===== src/rtl/capture_sequencer_if.sv =====
// Signal bundle between the capture sequencer, the ADC sample source,
// the ping-pong sample RAM write port and the analysis-core frame handshake.
// The master modport is the sequencer's view; the slave modport is the
// view of the surrounding ADC/RAM/core environment.
interface capture_sequencer_if #(
    parameter int FRAME_LEN = 1024
) ();
    localparam int ADDR_W = $clog2(FRAME_LEN) + 1;

    logic [11:0]        adc_data;
    logic               adc_data_valid;
    logic               wr_en;
    logic [ADDR_W-1:0]  wr_addr;
    logic signed [11:0] wr_data;
    logic               frame_ready;
    logic               frame_bank;
    logic               core_done;

    modport master (
        input  adc_data,
        input  adc_data_valid,
        input  core_done,
        output wr_en,
        output wr_addr,
        output wr_data,
        output frame_ready,
        output frame_bank
    );

    modport slave (
        output adc_data,
        output adc_data_valid,
        output core_done,
        input  wr_en,
        input  wr_addr,
        input  wr_data,
        input  frame_ready,
        input  frame_bank
    );
endinterface


===== src/rtl/capture_sequencer.sv =====
// Audio capture sequencer: decimates the 12-bit unsigned ADC stream by block
// averaging, converts each average to signed two's complement, writes frames
// of FRAME_LEN samples into a ping-pong sample RAM and hands each completed
// frame to the analysis core via a frame_ready/core_done handshake.
module capture_sequencer #(
    parameter int DECIM      = 4,
    parameter int FRAME_LEN  = 1024,
    parameter int NUM_FRAMES = 8
) (
    input  logic                clk,
    input  logic                reset,
    input  logic                start,
    capture_sequencer_if.master bus,
    output logic                busy,
    output logic                rec_done,
    output logic                overrun
);
    localparam int LOG2D  = $clog2(DECIM);
    localparam int ACC_W  = 12 + LOG2D;
    localparam int CNT_W  = (LOG2D > 0) ? LOG2D : 1;
    localparam int IDX_W  = $clog2(FRAME_LEN);
    localparam int ADDR_W = IDX_W + 1;

    localparam logic [CNT_W-1:0] CNT_LAST    = CNT_W'(DECIM - 1);
    localparam logic [IDX_W-1:0] IDX_LAST    = IDX_W'(FRAME_LEN - 1);
    localparam logic [7:0]       FRAMES_LAST = 8'(NUM_FRAMES - 1);

    localparam logic [1:0] ST_IDLE    = 2'd0;
    localparam logic [1:0] ST_CAPTURE = 2'd1;
    localparam logic [1:0] ST_DRAIN   = 2'd2;

    // Start synchronizer / edge detector
    logic start_meta;
    logic start_sync;
    logic start_prev;
    logic start_pulse;

    // Control state
    logic [1:0] state;
    logic       bank;
    logic [7:0] frame_cnt;
    logic       frame_ready_q;
    logic       frame_bank_q;

    // Datapath state
    logic [ACC_W-1:0]  acc;
    logic [CNT_W-1:0]  dec_cnt;
    logic [IDX_W-1:0]  index;
    logic              last_wr;
    logic              wr_en_q;
    logic [ADDR_W-1:0] wr_addr_q;
    logic [11:0]       wr_data_q;

    // Combinational helpers
    logic [ACC_W-1:0] acc_sum;
    logic [11:0]      avg;
    logic             start_accept;
    logic             frame_end;
    logic             ack;
    logic             can_publish;
    logic             last_frame;
    logic             keep_capturing;
    logic             cur_bank;
    logic             take_sample;
    logic             group_done;

    assign acc_sum      = acc + ACC_W'(bus.adc_data);
    assign avg          = 12'(acc_sum >> LOG2D);
    assign start_accept = (state == ST_IDLE) && start_pulse;

    // A frame completes in the cycle after the write of its last index.
    assign frame_end   = (state == ST_CAPTURE) && wr_en_q && last_wr;
    assign ack         = bus.core_done && frame_ready_q;
    assign can_publish = !frame_ready_q || ack;
    assign last_frame  = (frame_cnt == FRAMES_LAST);

    // A sample arriving in the frame-completion cycle already belongs to the
    // next bank, and is dropped if that completion ends the capture (overrun
    // or final frame). Only matters for DECIM=1, where every valid writes.
    assign keep_capturing = (state == ST_CAPTURE) &&
                            !(frame_end && (!can_publish || last_frame));
    assign cur_bank    = frame_end ? ~bank : bank;
    assign take_sample = keep_capturing && bus.adc_data_valid;
    assign group_done  = take_sample && (dec_cnt == CNT_LAST);

    assign bus.wr_en       = wr_en_q;
    assign bus.wr_addr     = wr_addr_q;
    assign bus.wr_data     = wr_data_q;
    assign bus.frame_ready = frame_ready_q;
    assign bus.frame_bank  = frame_bank_q;

    // Two-stage synchronizer on the push-button start, then a registered rising-edge pulse
    always_ff @(posedge clk or negedge reset) begin
        if (!reset) begin
            start_meta  <= 1'b0;
            start_sync  <= 1'b0;
            start_prev  <= 1'b0;
            start_pulse <= 1'b0;
        end else begin
            start_meta  <= start;
            start_sync  <= start_meta;
            start_prev  <= start_sync;
            start_pulse <= start_sync & ~start_prev;
        end
    end

    // Decimation accumulator and sample RAM write port
    always_ff @(posedge clk or negedge reset) begin
        if (!reset) begin
            acc       <= '0;
            dec_cnt   <= '0;
            index     <= '0;
            last_wr   <= 1'b0;
            wr_en_q   <= 1'b0;
            wr_addr_q <= '0;
            wr_data_q <= '0;
        end else begin
            wr_en_q <= 1'b0;
            if (start_accept) begin
                acc     <= '0;
                dec_cnt <= '0;
                index   <= '0;
                last_wr <= 1'b0;
            end else if (take_sample) begin
                if (group_done) begin
                    // Group complete: emit the average and restart the accumulator.
                    acc       <= '0;
                    dec_cnt   <= '0;
                    wr_en_q   <= 1'b1;
                    wr_addr_q <= {cur_bank, index};
                    wr_data_q <= avg - 12'h800;
                    last_wr   <= (index == IDX_LAST);
                    index     <= index + IDX_W'(1);
                end else begin
                    acc     <= acc_sum;
                    dec_cnt <= dec_cnt + CNT_W'(1);
                end
            end
        end
    end

    // Recording FSM, bank ping-pong and frame handshake with the analysis core
    always_ff @(posedge clk or negedge reset) begin
        if (!reset) begin
            state         <= ST_IDLE;
            bank          <= 1'b0;
            frame_cnt     <= '0;
            frame_ready_q <= 1'b0;
            frame_bank_q  <= 1'b0;
            busy          <= 1'b0;
            rec_done      <= 1'b0;
            overrun       <= 1'b0;
        end else begin
            rec_done <= 1'b0;

            // Release of the pending frame; a publish below in the same cycle overrides it.
            if (ack) begin
                frame_ready_q <= 1'b0;
            end

            case (state)
                ST_IDLE: begin
                    if (start_pulse) begin
                        state     <= ST_CAPTURE;
                        busy      <= 1'b1;
                        overrun   <= 1'b0;
                        bank      <= 1'b0;
                        frame_cnt <= '0;
                    end
                end

                ST_CAPTURE: begin
                    if (frame_end) begin
                        if (can_publish) begin
                            frame_ready_q <= 1'b1;
                            frame_bank_q  <= bank;
                            bank          <= ~bank;
                            frame_cnt     <= frame_cnt + 8'd1;
                            if (last_frame) begin
                                state <= ST_DRAIN;
                            end
                        end else begin
                            overrun <= 1'b1;
                            busy    <= 1'b0;
                            state   <= ST_IDLE;
                        end
                    end
                end

                ST_DRAIN: begin
                    if (ack) begin
                        rec_done <= 1'b1;
                        busy     <= 1'b0;
                        state    <= ST_IDLE;
                    end
                end

                default: begin
                    state <= ST_IDLE;
                    busy  <= 1'b0;
                end
            endcase
        end
    end
endmodule


===== src/flat_wrapper.sv =====
// flat-port wrapper written by rule: the top's interface ports become plain ports
module capture_sequencer_flat 
#(
    parameter int DECIM      = 4,
    parameter int FRAME_LEN  = 1024,
    parameter int NUM_FRAMES = 8
)
  (clk, reset, start, busy, rec_done, overrun, bus_adc_data, bus_adc_data_valid, bus_core_done, bus_wr_en, bus_wr_addr, bus_wr_data, bus_frame_ready, bus_frame_bank);
  capture_sequencer_if #(.FRAME_LEN(FRAME_LEN)) bus_i ();
  input  logic clk;
  input  logic reset;
  input  logic start;
  output logic busy;
  output logic rec_done;
  output logic overrun;
  input wire logic [$bits(bus_i.adc_data)-1:0] bus_adc_data;
  input wire logic [$bits(bus_i.adc_data_valid)-1:0] bus_adc_data_valid;
  input wire logic [$bits(bus_i.core_done)-1:0] bus_core_done;
  output wire logic [$bits(bus_i.wr_en)-1:0] bus_wr_en;
  output wire logic [$bits(bus_i.wr_addr)-1:0] bus_wr_addr;
  output wire logic [$bits(bus_i.wr_data)-1:0] bus_wr_data;
  output wire logic [$bits(bus_i.frame_ready)-1:0] bus_frame_ready;
  output wire logic [$bits(bus_i.frame_bank)-1:0] bus_frame_bank;
  assign bus_i.adc_data = bus_adc_data;
  assign bus_i.adc_data_valid = bus_adc_data_valid;
  assign bus_i.core_done = bus_core_done;
  assign bus_wr_en = bus_i.wr_en;
  assign bus_wr_addr = bus_i.wr_addr;
  assign bus_wr_data = bus_i.wr_data;
  assign bus_frame_ready = bus_i.frame_ready;
  assign bus_frame_bank = bus_i.frame_bank;
  capture_sequencer #(.DECIM(DECIM), .FRAME_LEN(FRAME_LEN), .NUM_FRAMES(NUM_FRAMES)) u_core (.clk(clk), .reset(reset), .start(start), .bus(bus_i), .busy(busy), .rec_done(rec_done), .overrun(overrun));
endmodule

===== config.mk =====
export PLATFORM = sky130hd
export DESIGN_NAME = capture_sequencer_flat
export DESIGN_NICKNAME = d
export VERILOG_FILES = /design/src/rtl/capture_sequencer_if.sv /design/src/rtl/capture_sequencer.sv /design/src/flat_wrapper.sv
export SDC_FILE = /design/constraint.sdc
export NUM_CORES = 1
export LEC_CHECK = 0
export ABC_AREA = 1
export CAP_MARGIN = 25
export CORE_MARGIN = 4
export CORE_UTILIZATION = 25
export CTS_CLUSTER_DIAMETER = 80
export CTS_CLUSTER_SIZE = 28
export DETAILED_ROUTE_END_ITERATION = 7
export PLACE_DENSITY = 0.45
export SYNTH_ARGS = -nofsm -noshare
export SYNTH_HDL_FRONTEND = slang
export SYNTH_SLANG_ARGS = --single-unit

===== constraint.sdc =====
create_clock -name clk -period 5.1 [get_ports clk]
set_clock_uncertainty 0.15 [all_clocks]
set_input_delay 0.765 -clock clk [delete_from_list [all_inputs] [get_ports clk]]
set_output_delay 0.765 -clock clk [all_outputs]
set_load 0.05 [all_outputs]

==> impl_metrics.py, run 1 <==
metrics = {
    "cts": {
        "clock_path_buffers": 2,
        "cts-root-buf": "clkbuf_16",
        "cts-resized-gates": 0,
        "clk_pin_slew_ns": 0.06,
        "clk_latency_ns": 0.33,
        "ctsHoldBuffers": 0,
        "cts_setup_buffers": 0,
        "cts_tree": "yes",
        "cts_buffers": 9,
        "cts_sinks": 71,
        "cts_max_level": 3,
    },
    "cells_and_area": {
        "fin_nets": 574,
        "area_delta_synth_final_pct": 25.0,
        "final_common_cell": "nand2_1",
        "drive_gt1_share_pct": 8.26,
        "stdcell_count": 756,
        "diodes": 0,
        "final_cell_mix": "nand2_1, dfrtp_1, inv_1",
    },
    "critical_path": {
        "regToRegStartpoint": "u_core.state[1]",
        "r2r-end": "u_core.frame_cnt[5]",
        "cp-end-kind": "flop",
        "rrSetupSlack_ns": 2.78,
        "worstPathArrival_ns": 2.77,
        "cp_data_required_time_ns": 5.15,
        "path_class": "in -> reg",
        "r2r_cells": 8,
        "crit_fanout": 4,
        "worstSetupStartpointType": "primary input",
    },
    "synthesis": {
        "synth-edff-count": 0,
        "synthArstFlopShare_pct": 100,
        "synth_area_leader_cell": "dfrtp_1",
        "yosys_warnings": 0,
        "syn-instance-count": 493,
        "syn_area_mm2": 0.00389,
        "synth_top_flop_cell": "dfrtp_1",
        "seq_area_frac_synth_pct": 45.6,
        "synth_area_leaders": "dfrtp_1, nand2_1, inv_1",
        "yosys.area.top_type_share_pct": 45.6,
        "synth.avg_cell_area_um2": 7.90,
        "ys_seq_elements": 71,
        "synth_fp_nets": 526,
        "synth_cell_types": 31,
    },
    "drt": {
        "num_vias": 3210,
        "drtAntennaViolNets": 0,
        "wl_um": 9210,
        "vias_per_cell": 4.25,
        "drcViolationCount": 0,
        "avgRoutedWirePerCell_um": 12.2,
        "first_iter_violations": 150,
        "drt_first_pass_iters": 4,
    },
    "timing": {
        "finalHoldViolCount": 0,
        "worst_pin_slew_ns": 0.585,
        "min_period_ns": 2.72,
        "fin_setup_tns_ns": 0,
        "setup_violations": 0,
        "max_freq_ghz": 0.368,
        "holdWs_ns": 0.172,
        "min_period_over_period_pct": 53.3,
        "finalMaxSlewViolations": 0,
        "grt_setup_unrepaired": "false",
        "max_slew_margin_pct": 60.8,
    },
    "floorplan": {
        "ios": 46,
        "start_util_pct": 25.5,
        "rows": 45,
        "die_h_um": 133,
        "die_area_mm2": 0.0176,
        "die_w_um": 133,
        "core-area_mm2": 0.0153,
    },
    "grt": {
        "grt_pass1_vias": 3189,
        "grtUsageTotal_pct": 11.2,
        "grt_max_degree": 51,
        "grt_overflow": 0,
        "antenna_found_initial": 0,
        "grt_pass1_wl_um": 15900,
    },
    "pwr": {
        "p_leak_nw": 2.40,
        "finalPower_w": 0.00250,
        "vdd_drop_max_mv": 0.138,
        "powerDensity_mw_per_mm2": 513,
    },
    "placement": {
        "numPlacedInstances": 740,
        "gp_congestion": 0.809,
        "port_buffers": 45,
        "hpwl_um": 6790,
    },
    "status": {
        "outcome": "completed",
    },
    "hold_path": {
        "hold_path.class": "in -> async",
    },
    "job": {
        "maxCapViolations": 0,
    },
}
[state kept, by name, indices dropped and copies added (netlist names)]
| name | count |
|---|---|
| u_core.bus.frame_ready | 1 |
| u_core.rec_done | 1 |
| u_core.state | 2 |
| u_core.frame_cnt | 8 |
| u_core.bus.wr_en | 1 |
| u_core.bank | 1 |
| u_core.index | 10 |
| u_core.bus.wr_addr | 11 |
| u_core.bus.wr_data | 12 |
| u_core.start_pulse | 1 |
| u_core.acc | 14 |
| u_core.start_meta | 1 |
| u_core.dec_cnt | 2 |
| u_core.bus.frame_bank | 1 |
| u_core.busy | 1 |
| u_core.last_wr | 1 |
| u_core.overrun | 1 |
| u_core.start_prev | 1 |
| u_core.start_sync | 1 |
[layout make-up]
class | count | area [um^2]
clock inverter | 4 | 77.6
clock buffer | 11 | 253
inverter | 59 | 224
tap | 211 | 264
fill | 1633 | 10400
timing repair buffer | 47 | 473
sequential | 71 | 1780
multi-input combinational | 353 | 1800
[critical path: stages]
cell,delay [ns]
clkdlybuf4s50_1,0.42
ha_1,0.24
fa_1,0.46
nand3_1,0.12
nand3_1,0.16
nand2_1,0.10
nand2_1,0.06
xnor2_1,0.30
o21ai_0,0.14
[power by group]
| group | switching, W | total [W] | internal, W | leakage (nW) |
|---|---|---|---|---|
| Combinational | 0.000665 | 0.00101 | 0.000347 | 1.32 |
| Sequential | 0.0000969 | 0.000789 | 0.000692 | 0.915 |
| Clock | 0.000243 | 0.000698 | 0.000455 | 0.162 |
[metrics by stage]
| step | worst slack, ns | util, % | cell area, um^2 |
|---|---|---|---|
| after floorplan | 2.79 | - | 3890 |
| after global placement | 2.09 | 29.6 | 4520 |
| after detailed placement | 2.05 | 29.6 | 4520 |
| after CTS | 2.40 | 31.8 | 4850 |
| after global routing | 2.13 | 31.9 | 4870 |
| final | 2.38 | 31.9 | 4870 |
[routing by layer]
| layer | wire [um] | share of wire [%] | up-vias | global-route usage (%) |
|---|---|---|---|---|
| met1 | 4580 | 50 | 1486 | 14.9 |
| met5 | 0 | 0 | - | 0 |
| li1 | - | - | 1674 | - |
| met3 | 244 | 2.6 | 9 | 2.66 |
| met4 | 146 | 1.6 | 0 | 4.33 |
| met2 | 4240 | 46 | 41 | 17.6 |
[worst max-delay path by stage]
stage                         start             to  slack (ns)  cells after the start
floorplan           bus_adc_data[0]  u_core.acc[8]        2.79                      8
global placement    bus_adc_data[0]  u_core.acc[8]        2.09                      9
detailed placement  bus_adc_data[0]  u_core.acc[8]        2.05                      9
CTS                 bus_adc_data[0]  u_core.acc[8]        2.40                      9
global route        bus_adc_data[0]  u_core.acc[8]        2.13                      9
finish              bus_adc_data[0]  u_core.acc[8]        2.38                      9
[cells in the mapped netlist, types with 2 or more instances]
cell type / count
nand2_1: 181
dfrtp_1: 71
inv_1: 57
nand3_1: 36
nor2_1: 32
o21ai_0: 23
o21ai_2: 17
ha_1: 15
nand4_1: 11
a21oi_1: 9
buf_6: 7
xnor2_1: 7
nor3_1: 5
clkbuf_1: 2
nand2_2: 2
nand3b_1: 2
xor2_1: 2
[kinds of logic (layout without fill, tap and decap cells)]
logic type / Yosys count / count (layout) / synth area share (%)
adder cells (fa/ha/maj): 16 / 16 / 5.33
flip-flops: 71 / 71 / 45.6
XOR/XNOR: 9 / 9 / 2.02
AND/OR/NAND/NOR: 275 / 275 / 30.1
AO/OA/AOI/OAI: 53 / 53 / 8.74
buffers and inverters: 69 / 121 / 8.16
No activity file was read; power rests on OpenSTA's default activity.
==> run 2: changes to the inputs <==
PLACE_DENSITY = 0.46   (was 0.45)
clock period = 2.28 ns   (was 5.1 ns; I/O delays follow)
==> impl_metrics.py, run 2 (synthesis gave the netlist of run 1 again) <==
metrics = {
    "drt": {
        "drtAntennaViolNets": 0,
        "drt_first_pass_iters": 4,
        "vias_per_cell": 4.25,
        "wl_um": 9250,
        "drcViolationCount": 0,
        "first_iter_violations": 153,
        "avgRoutedWirePerCell_um": 12.0,
        "num_vias": 3287,
    },
    "cells_and_area": {
        "diodes": 0,
        "area_delta_synth_final_pct": 27.7,
        "final_common_cell": "nand2_1",
        "fin_nets": 590,
        "largest_register_ffs": 14,
        "final_cell_mix": "nand2_1, dfrtp_1, inv_1",
        "drive_gt1_share_pct": 10.7,
        "largest-register": "u_core.acc",
    },
    "pwr": {
        "switching_share_pct": 41.1,
        "seqPwrFrac_pct": 31.4,
        "pwr-share-clk_pct": 25.5,
        "p_leak_nw": 2.46,
        "switchingPower_w": 0.00231,
        "vdd_drop_max_mv": 0.395,
        "powerDensity_mw_per_mm2": 1130,
        "finalPower_w": 0.00562,
        "p_int_w": 0.00331,
        "p_comb_share_pct": 43.1,
    },
    "timing": {
        "max_slew_margin_pct": 60.5,
        "setup_violations": 0,
        "finalMaxSlewViolations": 0,
        "worst_pin_slew_ns": 0.592,
        "min_period_over_period_pct": 92.4,
        "grt_setup_unrepaired": "false",
        "finalHoldViolCount": 0,
        "min_period_ns": 2.11,
        "fin_ws_ns": 0.173,
        "fin_setup_tns_ns": 0,
        "max_freq_ghz": 0.475,
    },
    "critical_path": {
        "crit_path_cell_trace": "clkdlybuf4s50_1 -> ha_1 -> fa_1 -> nand3_1 -> nand3_1 -> nand2_1 -> nand2_1 -> xnor2_1 -> o21ai_0",
        "slowest_stage": "clkdlybuf4s50_1",
        "rrSetupSlack_ns": 0.21,
        "path_class": "in -> reg",
        "cp_slowest_stage_delay_ns": 0.41,
        "regToRegStartpoint": "u_core.acc[0]",
        "crit_fanout": 4,
        "cp-end-kind": "flop",
        "r2r_cells": 8,
        "r2r-end": "u_core.acc[8]",
        "worstSetupStartpointType": "primary input",
        "worstPathArrival_ns": 2.17,
        "cp_data_required_time_ns": 2.34,
    },
    "floorplan": {
        "die_area_mm2": 0.0176,
        "die_h_um": 133,
        "rows": 45,
        "core-area_mm2": 0.0153,
        "ios": 46,
        "die_w_um": 133,
        "start_util_pct": 25.5,
    },
    "grt": {
        "grtUsageTotal_pct": 11.0,
        "busiest_layer": "met2",
        "use_met3_pct": 2.05,
        "met2_usage_pct": 17.0,
        "grt_pass1_vias": 3224,
        "grt_use_met1_pct": 14.8,
        "grt_max_degree": 51,
        "antenna_found_initial": 0,
        "grt_overflow": 0,
        "grt_pass1_wl_um": 15800,
    },
    "placement": {
        "pre_cts_ws_ns": -0.210,
        "port_buffers": 45,
        "hpwl_um": 6810,
        "gp_congestion": 0.849,
    },
    "cts": {
        "cts_setup_buffers": 0,
        "cts_buffers": 9,
        "clock_path_buffers": 2,
        "cts_sinks": 71,
        "cts-resized-gates": 0,
        "cts_max_level": 3,
        "clk_pin_slew_ns": 0.06,
        "cts-root-buf": "clkbuf_16",
        "cts_tree": "yes",
        "clk_latency_ns": 0.34,
    },
    "hold_path": {
        "holdPathStages": 0,
        "hold_path.class": "reg -> reg",
        "hold_end": "u_core.start_sync",
        "holdCritStartpoint": "u_core.start_meta",
    },
    "job": {
        "maxCapViolations": 0,
    },
    "status": {
        "outcome": "completed",
    },
}
==> run 2: cell types whose count changed in the layout (fill, tap and decap cells not counted) <==
cell	before	now
clkbuf_1	0	1
clkinv_4	1	0
buf_2	1	0
clkinv_2	0	1
inv_6	1	2
clkbuf_8	2	0
buf_4	1	16
clkinvlp_4	0	2
buf_12	1	2
bufinv_16	2	1
dlygate4sd3_1	0	1
==> run 2: timing repair <==
action,CTS,global route
hold buffers,1,0
endpoints found under the setup margin,0,0
hold endpoints to repair,27,0
==> run 2: how the worst max path moves through the flow <==
stage / from / endpoint / slack (ns) / depth (start not counted)
detailed placement: bus_adc_data[0] / u_core.acc[8] / -0.21 / 9
global route: u_core.frame_cnt[1] / u_core.last_wr / 0.004 / 9
CTS: bus_adc_data[0] / u_core.acc[8] / 0.15 / 9
floorplan: u_core.acc[0] / u_core.acc[8] / 0.38 / 8
finish: bus_adc_data[0] / u_core.acc[8] / 0.17 / 9
global placement: bus_adc_data[0] / u_core.acc[6] / -0.11 / 9
==> run 2: power by group through the flow <==
stage / clock (W) / sequential, W / combinational (W)
CTS: 0.00149 / 0.00177 / 0.00245
global placement: 0 / 0.00179 / 0.00242
global route: 0.00154 / 0.00180 / 0.00269
detailed placement: 0 / 0.00179 / 0.00244
floorplan: 0 / 0.00214 / 0.00128
finish: 0.00143 / 0.00177 / 0.00242
==> run 2: worst max-delay path, delay by kind of cell <==
| family | cells | cell delay [ns] |
|---|---|---|
| adder cells (fa/ha/maj) | 2 | 0.62 |
| XOR/XNOR | 1 | 0.24 |
| buffers and inverters | 1 | 0.41 |
| AO/OA/AOI/OAI | 1 | 0.13 |
| AND/OR/NAND/NOR | 4 | 0.42 |
==> run 2: area by class of cell <==
type                    instances  area, um^2
multi-input cells             353        1800
flip-flops and latches         71        1780
fillers                      1625       10300
clock buffers                  10         229
well taps                     211         264
inverters                      59         224
repair buffers                 63         611
clock inverters                 6        67.6
==> run 2: per-stage QoR <==
step	hold WS [ns]	utilization [%]	std cells	area, um^2
after global routing	0.209	32.6	773	4970
final	0.202	32.6	773	4970
after detailed placement	0.157	30.6	756	4660
after CTS	0.201	32.6	773	4970
after floorplan	-0.104	-	493	3890
after global placement	0.145	30.6	756	4660
==> run 2: routing by layer <==
metal | vias to the layer above | part of all wire (%)
met5 | - | 0
met4 | 0 | 2.1
met3 | 11 | 2.3
met2 | 36 | 45
met1 | 1538 | 51
li1 | 1702 | -
